--- config.mk ---
export PLATFORM = sky130hd
export DESIGN_NAME = tqvp_apu_pulse
export DESIGN_NICKNAME = d
export VERILOG_FILES = /design/src/rtl/tqvp_apu_pulse.sv
export SDC_FILE = /design/constraint.sdc
export NUM_CORES = 1
export LEC_CHECK = 0
export BUFFER_PORTS_ARGS = -buffer_cell sky130_fd_sc_hd__buf_2
export CAP_MARGIN = 20
export CORE_ASPECT_RATIO = 0.8
export CORE_MARGIN = 3
export CORE_UTILIZATION = 30
export CTS_CLUSTER_DIAMETER = 80
export CTS_CLUSTER_SIZE = 40
export DETAILED_ROUTE_END_ITERATION = 7
export GPL_TIMING_DRIVEN = 1
export PLACE_DENSITY_LB_ADDON = 0.3
export SLEW_MARGIN = 15
export SYNTH_ARGS = -nofsm -noshare
export SYNTH_HDL_FRONTEND = slang
export SYNTH_SLANG_ARGS = --single-unit
export TNS_END_PERCENT = 1
--- constraint.sdc ---
create_clock -name clk -period 4.1 [get_ports clk]
set_clock_uncertainty 0.1 [all_clocks]
set_input_delay 0.205 -clock clk [delete_from_list [all_inputs] [get_ports clk]]
set_output_delay 0.205 -clock clk [all_outputs]
set_load 0.05 [all_outputs]
--- src/rtl/tqvp_apu_pulse.sv ---
// 2A03-style pulse channel on the TinyQV byte bus: 4-bit sample + PWM bit on uo_out.
// Writes land on the next clk edge, reads are combinational, no backpressure (data_ready=1).
module tqvp_apu_pulse #(
   parameter int CPU_DIV    = 36,
   parameter int QFRAME_DIV = 7457
) (
   input  logic        clk,
   input  logic        rst_n,
   input  logic [7:0]  ui_in,
   output logic [7:0]  uo_out,
   input  logic [5:0]  address,
   input  logic [31:0] data_in,
   input  logic [1:0]  data_write_n,
   input  logic [1:0]  data_read_n,
   output logic [31:0] data_out,
   output logic        data_ready,
   output logic        user_interrupt
);
   localparam int CW = (CPU_DIV > 1) ? $clog2(CPU_DIV) : 1;
   localparam int QW = (QFRAME_DIV > 1) ? $clog2(QFRAME_DIV) : 1;
   localparam logic [CW-1:0] CPU_LAST = CW'(CPU_DIV - 1);
   localparam logic [QW-1:0] QF_LAST  = QW'(QFRAME_DIV - 1);

   localparam logic [7:0] LEN_TABLE [32] = '{
      8'd10,  8'd254, 8'd20,  8'd2,  8'd40,  8'd4,  8'd80, 8'd6,
      8'd160, 8'd8,   8'd60,  8'd10, 8'd14,  8'd12, 8'd26, 8'd14,
      8'd12,  8'd16,  8'd24,  8'd18, 8'd48,  8'd20, 8'd96, 8'd22,
      8'd192, 8'd24,  8'd72,  8'd26, 8'd16,  8'd28, 8'd32, 8'd30};
   // bit 7 holds sequencer step 0
   localparam logic [7:0] DUTY_PAT [4] = '{
      8'b0100_0000, 8'b0110_0000, 8'b0111_1000, 8'b1001_1111};

   logic [CW-1:0] cdiv_q, cdiv_d;
   logic [QW-1:0] qf_cnt_q, qf_cnt_d;
   logic          apu_ph_q, apu_ph_d, hf_ph_q, hf_ph_d;
   logic [7:0]    ctrl_q, ctrl_d;
   logic [10:0]   period_q, period_d, timer_q, timer_d;
   logic [2:0]    step_q, step_d;
   logic          enable_q, enable_d, irq_en_q, irq_en_d, irq_q, irq_d;
   logic [7:0]    len_q, len_d;
   logic          env_start_q, env_start_d;
   logic [3:0]    decay_q, decay_d, env_div_q, env_div_d;
   logic [3:0]    pwm_q, pwm_d;

   logic       wr, cpu_tick, apu_tick, qf_tick, hf_tick, irq_set, len_nz, duty_bit;
   logic [7:0] wdat, rd_byte;
   logic [3:0] sample;
   logic       unused_ok;

   assign wr        = (data_write_n != 2'b11);
   assign wdat      = data_in[7:0];
   assign len_nz    = (len_q != 8'd0);
   assign unused_ok = &{1'b0, ui_in, data_in[31:8], data_read_n};

   always_comb begin
      cdiv_d      = cdiv_q;
      qf_cnt_d    = qf_cnt_q;
      apu_ph_d    = apu_ph_q;
      hf_ph_d     = hf_ph_q;
      ctrl_d      = ctrl_q;
      period_d    = period_q;
      timer_d     = timer_q;
      step_d      = step_q;
      enable_d    = enable_q;
      irq_en_d    = irq_en_q;
      irq_d       = irq_q;
      len_d       = len_q;
      env_start_d = env_start_q;
      decay_d     = decay_q;
      env_div_d   = env_div_q;
      pwm_d       = pwm_q + 4'd1;
      irq_set     = 1'b0;

      cpu_tick = (cdiv_q == CPU_LAST);
      apu_tick = cpu_tick & apu_ph_q;
      qf_tick  = cpu_tick & (qf_cnt_q == QF_LAST);
      hf_tick  = qf_tick & hf_ph_q;
      cdiv_d   = cpu_tick ? '0 : cdiv_q + CW'(1);
      apu_ph_d = apu_ph_q ^ cpu_tick;
      hf_ph_d  = hf_ph_q ^ qf_tick;
      if (cpu_tick) qf_cnt_d = qf_tick ? '0 : qf_cnt_q + QW'(1);

      if (apu_tick) begin
         if (timer_q == 11'd0) begin
            timer_d = period_q;
            step_d  = step_q - 3'd1;
         end else begin
            timer_d = timer_q - 11'd1;
         end
      end

      if (qf_tick) begin
         if (env_start_q) begin
            env_start_d = 1'b0;
            decay_d     = 4'd15;
            env_div_d   = ctrl_q[3:0];
         end else if (env_div_q == 4'd0) begin
            env_div_d = ctrl_q[3:0];
            if (decay_q != 4'd0)  decay_d = decay_q - 4'd1;
            else if (ctrl_q[5])   decay_d = 4'd15;
         end else begin
            env_div_d = env_div_q - 4'd1;
         end
      end

      if (hf_tick && len_nz && !ctrl_q[5]) begin
         len_d   = len_q - 8'd1;
         irq_set = (len_q == 8'd1) && irq_en_q;
      end

      // Register writes override the tick updates computed above
      if (wr) begin
         case (address)
            6'h00: ctrl_d = wdat;
            6'h01: period_d[7:0] = wdat;
            6'h02: begin
               period_d[10:8] = wdat[2:0];
               step_d         = 3'd0;
               env_start_d    = 1'b1;
               if (enable_q) begin
                  len_d   = LEN_TABLE[wdat[7:3]];
                  irq_set = 1'b0;
               end
            end
            6'h03: begin
               enable_d = wdat[0];
               irq_en_d = wdat[1];
               if (!wdat[0]) begin
                  len_d   = 8'd0;
                  irq_set = 1'b0;
               end
            end
            6'h04: if (wdat[1]) irq_d = 1'b0;
            default: ;
         endcase
      end
      if (irq_set) irq_d = 1'b1;
   end

   always_ff @(posedge clk or negedge rst_n) begin
      if (!rst_n) begin
         cdiv_q      <= '0;
         qf_cnt_q    <= '0;
         apu_ph_q    <= 1'b0;
         hf_ph_q     <= 1'b0;
         ctrl_q      <= 8'd0;
         period_q    <= 11'd0;
         timer_q     <= 11'd0;
         step_q      <= 3'd0;
         enable_q    <= 1'b0;
         irq_en_q    <= 1'b0;
         irq_q       <= 1'b0;
         len_q       <= 8'd0;
         env_start_q <= 1'b0;
         decay_q     <= 4'd0;
         env_div_q   <= 4'd0;
         pwm_q       <= 4'd0;
      end else begin
         cdiv_q      <= cdiv_d;
         qf_cnt_q    <= qf_cnt_d;
         apu_ph_q    <= apu_ph_d;
         hf_ph_q     <= hf_ph_d;
         ctrl_q      <= ctrl_d;
         period_q    <= period_d;
         timer_q     <= timer_d;
         step_q      <= step_d;
         enable_q    <= enable_d;
         irq_en_q    <= irq_en_d;
         irq_q       <= irq_d;
         len_q       <= len_d;
         env_start_q <= env_start_d;
         decay_q     <= decay_d;
         env_div_q   <= env_div_d;
         pwm_q       <= pwm_d;
      end
   end

   always_comb begin
      duty_bit = DUTY_PAT[ctrl_q[7:6]][3'd7 - step_q];
      sample   = 4'd0;
      if (duty_bit && len_nz && (period_q >= 11'd8))
         sample = ctrl_q[4] ? ctrl_q[3:0] : decay_q;
   end

   always_comb begin
      case (address)
         6'h00:   rd_byte = ctrl_q;
         6'h01:   rd_byte = period_q[7:0];
         6'h02:   rd_byte = {5'b0, period_q[10:8]};
         6'h03:   rd_byte = {6'b0, irq_en_q, enable_q};
         6'h04:   rd_byte = {6'b0, irq_q, len_nz};
         default: rd_byte = 8'h00;
      endcase
   end

   assign uo_out         = {sample, 2'b00, (sample > pwm_q), 1'b0};
   assign data_out       = {24'h0, rd_byte};
   assign data_ready     = 1'b1;
   assign user_interrupt = irq_q;

endmodule
==> run_results.csv <==
group,metric,value,unit
layout,diodes,0,
clock_tree,htreeDepth,3,
floorplanning,die_width,149.0,um
floorplanning,row_count,41,
logic_synthesis,synth_area_leaders,"dfrtp_1 40%, ha_1 6.1%, mux2_2 5.7%, buf_4 4.4%, o21ai_0 3.4%",
status,status,"complete, no violations",
global_routing,antenna_found_initial,0,
logic_synthesis,synthXorXnorAreaFrac,0.03746,
logic_synthesis,muxShareOfSynthArea,0.09378,
logic_synthesis,yosysTopAreaCell,"dfrtp_1",
power,power_density,374.2,mW/mm^2
critical_path,r2r_cells,12,
logic_synthesis,synth_top_family_by_area,"simple AND/OR/NAND/NOR gates",
critical_path,cp-start-kind,"flop",
critical_path,cp_slowest_cell,"or3_1",
detailed_routing,postRouteAntennaNets,0,
detailed_routing,vias,3818,
global_routing,grt_max_degree,79,
sta,finalCritPeriodShare,0.8861,
sta,grt_setup_unrepaired,"false",
logic_synthesis,synth_adder_area_share,0.06116,
logic_synthesis,synthArstFlopShare,1.000,
worst_hold_path,hold_path_end,"ctrl_q[2]$_DFFE_PN0P_",
sta,layout_setup_ws,467.2,ps
detailed_routing,drc_errors,0,
power,power.static_leakage,2.465,nW
detailed_routing,totalWireLength,11150,um
sta,max_slew.worst_pin.slew,785.5,ps
detailed_routing,drt_iter0_markers,208,
power,vdd_drop_max,243.0,uV
logic_synthesis,syn_avg_cell_area,9.406,sq um
placed_design,dp_hpwl,8231,um
logic_synthesis,synthTopCellsByCount,"78 x dfrtp_1, 43 x nor2_1, 40 x nand2_1",
floorplanning,ios,94,
floorplanning,fp.dieH,120.4,um
logic_synthesis,seq_area_frac_synth,0.3976,
critical_path,crit_fanout,5,
sta,slew_violations,0,
layout,area_growth_syn_to_layout,12.33,%
logic_synthesis,synth-compound-area-share,0.1251,
floorplanning,start_util,0.3087,
sta,report.final.setup_viol,0,
clock_tree,clk_path_buf_depth,2,
logic_synthesis,synthMostInstantiatedCell,"dfrtp_1",
run,cap_violations,0,
logic_synthesis,synth-edff-count,0,
global_routing,grt_pass1_wl,18700,um
critical_path,reg2reg_from,"qf_cnt_q[0]$_DFFE_PN0N_",
sta,hold_viol,0,
worst_hold_path,holdPathStages,2,
sta,fmax,0.2753,GHz
critical_path,critPathBufInv,1,
clock_tree,postCtsSetupBuffers,0,
critical_path,crit_family,"simple AND/OR/NAND/NOR gates",
placed_design,pre_cts_ws,849.6,ps
logic_synthesis,syn_area,0.004910,sq mm
clock_tree,cts_buffers,9,
global_routing,grt_use_total,0.1297,
critical_path,rr_endpoint,"len_q[4]$_DFF_PN0_",
logic_synthesis,yosys.area.top_type_share,0.3976,
detailed_routing,first_pass_iters,5,
critical_path,worst_ep_required_time,3800,ps
logic_synthesis,synthSimpleGateAreaFrac,0.2034,
critical_path,cp-end-kind,"output port",
clock_tree,cts_tree,"done",
global_routing,grt_pass1_vias,3704,
floorplanning,die_area,0.01795,sq mm
placed_design,portBuffers,31,
clock_tree,clk_pin_slew,60,ps
sta,max_slew_margin,0.4753,
placed_design,gp_congestion,0.8055,
critical_path,max_stage_delay,430,ps
worst_hold_path,hold_class,"in2reg",
critical_path,rrSetupSlack,840,ps
clock_tree,clock-sinks,78,
critical_path,crit_type,"reg2out",
logic_synthesis,synth_ff_type,"dfrtp_1",
clock_tree,clock_latency,340,ps
detailed_routing,via_per_inst,4.952,
floorplanning,coreArea,0.01590,sq mm
sta,fin_tns_setup,0,ps
layout,fin_nets,627,
global_routing,overflow,0,
detailed_routing,routedWlPerCell,14.46,um
logic_synthesis,ys.warnings.count,0,
layout,drive_above_1_share,0.1637,
logic_synthesis,ys_ff_latch,78,
logic_synthesis,syn_inst,522,
critical_path,path_cells,"or3_1 -> or3_1 -> o21ai_0 -> a311o_1 -> nor2_1 -> ha_1 -> nor2b_1 -> o21ai_0 -> nand2b_1 -> a21oi_1 -> a41oi_1 -> buf_2",
clock_tree,cts-root-buf,"clkbuf_16",
worst_hold_path,holdCritStartpoint,"data_in[2]",
critical_path,worstPathArrival,3330,ps
sta,min_period,3633,ps
logic_synthesis,ys_types,62,
worst max-delay path by stage:
stage	start	end	slack (ps)	cells after the start
2_1_floorplan	ctrl_q[7]$_DFFE_PN0P_	uo_out[1]	390	11
3_3_place_gp	len_q[4]$_DFF_PN0_	uo_out[1]	830	12
3_5_place_dp	len_q[4]$_DFF_PN0_	uo_out[1]	850	12
4_1_cts	len_q[4]$_DFF_PN0_	uo_out[1]	470	12
5_1_grt	len_q[4]$_DFF_PN0_	uo_out[1]	330	12
6_report	len_q[4]$_DFF_PN0_	uo_out[1]	470	12
placed cells by master, fill, tap and decap left out, drive strengths merged, types with 7 or more instances in the layout:
cell type  Yosys  layout
dfrtp         78      78
nor2          43      43
nand2         41      41
buf           36      35
o21ai         33      33
inv           30      30
conb           2      28
a21oi         27      27
mux2          26      26
ha            24      24
nor3          21      21
nand3         16      16
xnor2         16      16
clkbuf         8      12
or3           10      10
mux2i         10      10
nor2b          9       9
a31oi          9       9
o22ai          9       9
nand2b         7       7
nor4           7       7
sequential cells by signal (all words and copies together) (netlist names):
signal / cells
apu_ph_q: 1
cdiv_q: 6
ctrl_q: 8
decay_q: 4
enable_q: 1
env_div_q: 4
env_start_q: 1
hf_ph_q: 1
irq_en_q: 1
len_q: 8
period_q: 11
pwm_q: 4
qf_cnt_q: 13
step_q: 3
timer_q: 11
user_interrupt: 1
metal layers:
layer  routed length [um]  vias to the layer above  part of all wire  track usage
met5                    0                        -                 0            0
met4                  119                        0             0.011      0.03945
met3                  435                        8             0.039      0.03372
met2                 5007                       82              0.45       0.1933
met1                 5589                     1874              0.50       0.1848
li1                     -                     1854                 -            -
report_power, final:
group / switching, mW / internal (mW)
combinational: 0.208 / 0.127
sequential: 0.0896 / 0.833
clock: 0.304 / 0.501
final cells by class:
type	count	area (sq um)
clock inverters	4	45.04
fillers	1647	10390
flip-flops and latches	78	1952
repair buffers	36	217.7
inverters	30	112.6
multi-input cells	396	2663
well taps	215	269.0
clock buffers	12	256.5
logic make-up (layout without fill, tap and decap cells):
kind of cell	Yosys count	in the layout
and+or+nand+nor	183	183
AOI/OAI and AO/OA	101	101
DFF	78	78
buffers and inverters	74	82
muxes	39	39
adders and majority gates	24	24
xor gates and xnor gates	21	21
other	2	28
repair_timing:
item | 4_1_cts | 5_1_grt
hold endpoints to repair | 29 | 0
hold buffers | 1 | 0
resized for setup | 0 | 0
through the flow:
stage / instance area, sq um / cells / util / power (mW) / hold WS, ps
floorplan: 5007 / 548 / - / 1.183 / -190.6
global placement: 5176 / 753 / 0.3255 / 1.259 / 340.6
detailed placement: 5176 / 753 / 0.3255 / 1.267 / 350.7
CTS: 5488 / 770 / 0.3451 / 2.086 / 18.11
global route: 5515 / 771 / 0.3468 / 2.165 / 25.93
finish: 5515 / 771 / 0.3468 / 2.064 / 35.91
Power figures use the tool's default switching activity.
